## src/rtl/rd_responder.sv

```systemverilog
// Read responder: 8x8 register file returned over a rd/ws/dvalid handshake with WAIT_CYC wait states.
// Define RD_RESPONDER_PARITY_EN to add the dpar_o even-parity output.
module rd_responder #(
    parameter int unsigned WAIT_CYC = 2
) (
    input  logic       clk_i,
    input  logic       rst_ni,
    input  logic       rd_i,
    input  logic [2:0] addr_i,
    input  logic       wr_i,
    input  logic [7:0] wdata_i,
    output logic       ws_o,
    output logic [7:0] dout_o,
    output logic       dvalid_o,
    output logic       err_o
`ifdef RD_RESPONDER_PARITY_EN
    ,
    output logic       dpar_o
`endif
);

    typedef enum logic [1:0] {StIdle, StWait, StData} state_e;

    localparam logic [3:0] WaitInit = 4'(WAIT_CYC);

    state_e      state_q, state_d;
    logic [3:0]  cnt_q, cnt_d;
    logic [2:0]  addr_q, addr_d;
    logic [7:0]  mem_q [8];
    logic [7:0]  mem_d [8];
    logic        ws_q, ws_d;
    logic        dvalid_q, dvalid_d;
    logic [7:0]  dout_q, dout_d;
    logic        err_q, err_d;

    always_comb begin
        state_d  = state_q;
        cnt_d    = cnt_q;
        addr_d   = addr_q;
        mem_d    = mem_q;
        ws_d     = ws_q;
        dvalid_d = 1'b0;
        dout_d   = 8'h00;
        err_d    = err_q;
        unique case (state_q)
            StIdle, StData: begin
                // A request in the data cycle chains straight into the next read.
                if (rd_i) begin
                    state_d = StWait;
                    cnt_d   = WaitInit;
                    addr_d  = addr_i;
                    ws_d    = 1'b1;
                end else begin
                    state_d = StIdle;
                    ws_d    = 1'b0;
                end
                if (wr_i) begin
                    if (rd_i || (state_q == StData)) begin
                        err_d = 1'b1;
                    end else begin
                        mem_d[addr_i] = wdata_i;
                    end
                end
            end
            StWait: begin
                if (rd_i || wr_i) begin
                    err_d = 1'b1;
                end
                if (cnt_q == 4'd0) begin
                    state_d  = StData;
                    ws_d     = 1'b0;
                    dvalid_d = 1'b1;
                    dout_d   = mem_q[addr_q];
                end else begin
                    cnt_d = cnt_q - 4'd1;
                end
            end
            default: begin
                state_d = StIdle;
                ws_d    = 1'b0;
            end
        endcase
    end

    always_ff @(posedge clk_i or negedge rst_ni) begin
        if (!rst_ni) begin
            state_q  <= StIdle;
            cnt_q    <= 4'd0;
            addr_q   <= 3'd0;
            ws_q     <= 1'b0;
            dvalid_q <= 1'b0;
            dout_q   <= 8'h00;
            err_q    <= 1'b0;
            for (int i = 0; i < 8; i++) begin
                mem_q[i] <= 8'(i) * 8'h11;
            end
        end else begin
            state_q  <= state_d;
            cnt_q    <= cnt_d;
            addr_q   <= addr_d;
            ws_q     <= ws_d;
            dvalid_q <= dvalid_d;
            dout_q   <= dout_d;
            err_q    <= err_d;
            mem_q    <= mem_d;
        end
    end

    assign ws_o     = ws_q;
    assign dvalid_o = dvalid_q;
    assign dout_o   = dout_q;
    assign err_o    = err_q;

`ifdef RD_RESPONDER_PARITY_EN
    logic dpar_q;

    // dout_d is already zero outside the data cycle, so its parity is qualified for free.
    always_ff @(posedge clk_i or negedge rst_ni) begin
        if (!rst_ni) begin
            dpar_q <= 1'b0;
        end else begin
            dpar_q <= ^dout_d;
        end
    end

    assign dpar_o = dpar_q;
`endif

endmodule

```

## config.mk

```make
export PLATFORM = sky130hd
export DESIGN_NAME = rd_responder
export DESIGN_NICKNAME = d
export VERILOG_FILES = /design/src/rtl/rd_responder.sv
export SDC_FILE = /design/constraint.sdc
export NUM_CORES = 1
export LEC_CHECK = 0
export BUFFER_PORTS_ARGS = -buffer_cell sky130_fd_sc_hd__clkbuf_2
export CORE_UTILIZATION = 40
export DETAILED_ROUTE_END_ITERATION = 7
export GPL_TIMING_DRIVEN = 0
export PLACE_DENSITY = 0.62
export SLEW_MARGIN = 5
export SYNTH_ARGS = -nofsm -noshare
export SYNTH_HDL_FRONTEND = slang
export SYNTH_SLANG_ARGS = --single-unit
export TNS_END_PERCENT = 1
```

## constraint.sdc

```tcl
create_clock -name clk_i -period 2.2 [get_ports clk_i]
set_input_delay 0.11 -clock clk_i [delete_from_list [all_inputs] [get_ports clk_i]]
set_output_delay 0.11 -clock clk_i [all_outputs]
set_load 0.02 [all_outputs]
```

==> out/metrics.cfg <==
[logic_synthesis]
synth_async_sr_flop_share = 1.000
synth.cell_area_sq_um = 3749
syn_nets = 276
synth-edff-count = 0
ys_warn_count = 0
ys_types = 38
syn_inst = 260
ys.flop_type = dfrtp_1
ys_seq_area_frac = 0.5621
syn_avg_cell_area_sq_um = 14.42
yosys_register_bits = 83

[worst_setup_path]
crit_slowest_cell = nor4b_4
crit_chain = or4b_1 > buf_2 > nor4b_4 > mux2_2
worst_r2r_path_depth = 4
rrSetupSlack_ns = -0.14
crit_type = flip-flop to flip-flop
endpoint_kind = flip-flop
crit_arrival_ns = 2.57
cp_num_buf_inv = 1
required_ns = 2.43
worstReg2RegEnd = mem_q[47]$_DFFE_PN0P_
path_max_fanout = 8
max_stage_delay_ns = 0.67
r2r_start = state_q[0]$_DFFE_PN0P_
crit_family = simple AND/OR/NAND/NOR gates
cp-start-kind = flip-flop

[drt]
drc_errors = 0
vias = 2174
drtIter0Drc = 62
wl_per_cell_um = 18.55
drt-vias-per-instance = 5.355
wirelength_um = 7532
ant_nets = 0
firstDrtPassIters = 4

[grt]
antenna_found_initial = 0
grt_pass1_wl_um = 12500
grt-ovfl-total = 0
grtUsageTotal = 0.1730
grt_pass1_vias = 2288
grt_max_degree = 64

[final_layout]
regArea_sq_um = 2108
fin_cells = 406
utilization = 0.4810
layout-drive-gt1-share = 0.5336
area_growth_pct = 14.09
antenna_cells = 0
final_common_cell = mux2_2
fill_cells = 776
multiInputGateArea_sq_um = 1595
final_area_sq_um = 4277
final_cell_mix = mux2_2, dfrtp_1, dfstp_2
fin_nets = 311

[timing]
maxSlewViolCount = 0
fmax_mhz = 427.3
layout_setup_ws_ns = -0.1403
fin_crit_ns = 2.340
finalSetupTns_ns = -1.915
fin_skew_ns = 0.009140
rsz0062_at_grt = true
finalCritPeriodShare = 1.064
relSlewSlack = 0.4572
hold_violations = 0
hold_ws_ns = 0.09924
setup_viol = 24
max_slew.worst_pin.slew_ns = 0.8112

[placed_design]
placed_area_sq_um = 4024
io_buffers = 22
dp_hpwl_um = 4769
dp.cells = 391
routabilityCongestion = 0.7211
pre_cts_slack_ns = -0.2172

[run_status]
violations = setup timing
outcome = finished with violations

[pwr]
total_leakage_power_nw = 1.992
peakVddDrop_mv = 0.4097
power_density_nw_per_um2 = 1268
total_power_mw = 5.422

[die]
fp.dieW_um = 98.81
core.rowCount = 34
dieArea_sq_um = 9762
io_pins = 26
start_util = 0.4216
die_y_um = 98.81
core-area_sq_um = 8891

[clock_tree]
cts.root.buffer_cell = clkbuf_8
clockBufferDepth = 2
numCtsBuffers = 9
post_cts_buffers = 0
clock_latency_ns = 0.35
cts_sinks = 83
clk_pin_slew_ns = 0.08
cts.htree.levels = 3
cts_tree = done

[worst_hold_path]
holdPathStages = 3
hold_path_class = input port to flip-flop
min-delay-start = wr_i
worstHoldEndpoint = err_o$_DFFE_PN0P_

[flow_run]
maxCapViolCount = 0

-- state kept, by name, summed over array words and instances, names as in the netlist --
signal    cells
dout_o        8
mem_q        64
err_o         1
dvalid_o      1
addr_q        3
cnt_q         4
state_q       2
-- how the worst max path moves through the flow --
stage                           startpoint                    end  slack, ns  cells past startpoint
global route        state_q[0]$_DFFE_PN0P_  mem_q[47]$_DFFE_PN0P_      -0.26                      4
detailed placement  state_q[0]$_DFFE_PN0P_  mem_q[11]$_DFFE_PN0P_      -0.22                      4
CTS                 state_q[0]$_DFFE_PN0P_  mem_q[47]$_DFFE_PN0P_      -0.15                      4
floorplan           state_q[0]$_DFFE_PN0P_  mem_q[11]$_DFFE_PN0P_       0.13                      4
finish              state_q[0]$_DFFE_PN0P_  mem_q[47]$_DFFE_PN0P_      -0.14                      4
global placement    state_q[0]$_DFFE_PN0P_  mem_q[12]$_DFFE_PN0P_      -0.20                      4
-- per-layer routing --
layer  track usage  wire, um
met5             0         0
met4       0.07233       125
met3       0.03050       143
met2        0.2932      3867
met1        0.2191      3397
-- timing repair --
| action | 4_1_cts | 5_1_grt |
|---|---|---|
| hold buffers | 1 | 0 |
| resized for setup | 1 | 3 |
| setup endpoints to repair | 64 | 65 |
| hold endpoints to repair | 20 | 0 |
-- tightest hold or removal path: stages --
cell,delay (ns)
clkbuf_2,0.10
or2_2,0.10
a21o_1,0.10
-- Yosys cell counts (all sizes together) (2+ instances only) --
master	n	area, sq um
mux2	83	934.7
o22ai	8	50.05
nor4b	3	56.31
o21ai	4	20.02
nand3	3	20.02
dfstp	24	630.6
buf	5	21.27
dfrtp	59	1476
clkbuf	6	22.52
nand2b	2	12.51
nor3	9	50.05
a22o	8	70.07
mux2i	17	170.2
nand2	5	18.77
nor2	2	7.510
inv	4	15.01
nand4b	2	30.03
-- cell type report --
class,count,share of cell area
plain buffers,11,0.01053
clock buffers,9,0.02896
clock inverters,5,0.02428
inverters,4,0.003511
multi-input cells,162,0.3730
flip-flops and latches,83,0.4930
well taps,108,0.03160
repair buffers,24,0.03511
-- cell families (layout without fill, tap and decap cells) --
kind of cell,Yosys count,after routing,share of synthesized area
adder cells (fa/ha/maj),1,1,0.003337
flip-flops,83,83,0.5621
AND/OR/NAND/NOR,37,37,0.07911
multiplexers,100,100,0.2947
AO/OA/AOI/OAI,24,24,0.04506
buffers and inverters,15,53,0.01569
-- report_power, final --
group	internal [mW]	total [mW]	switching, mW
Sequential	2.13	2.38	0.253
Clock	0.741	1.26	0.519
Combinational	0.909	1.78	0.873
Total	3.78	5.42	1.64
Power figures use the tool's default switching activity.
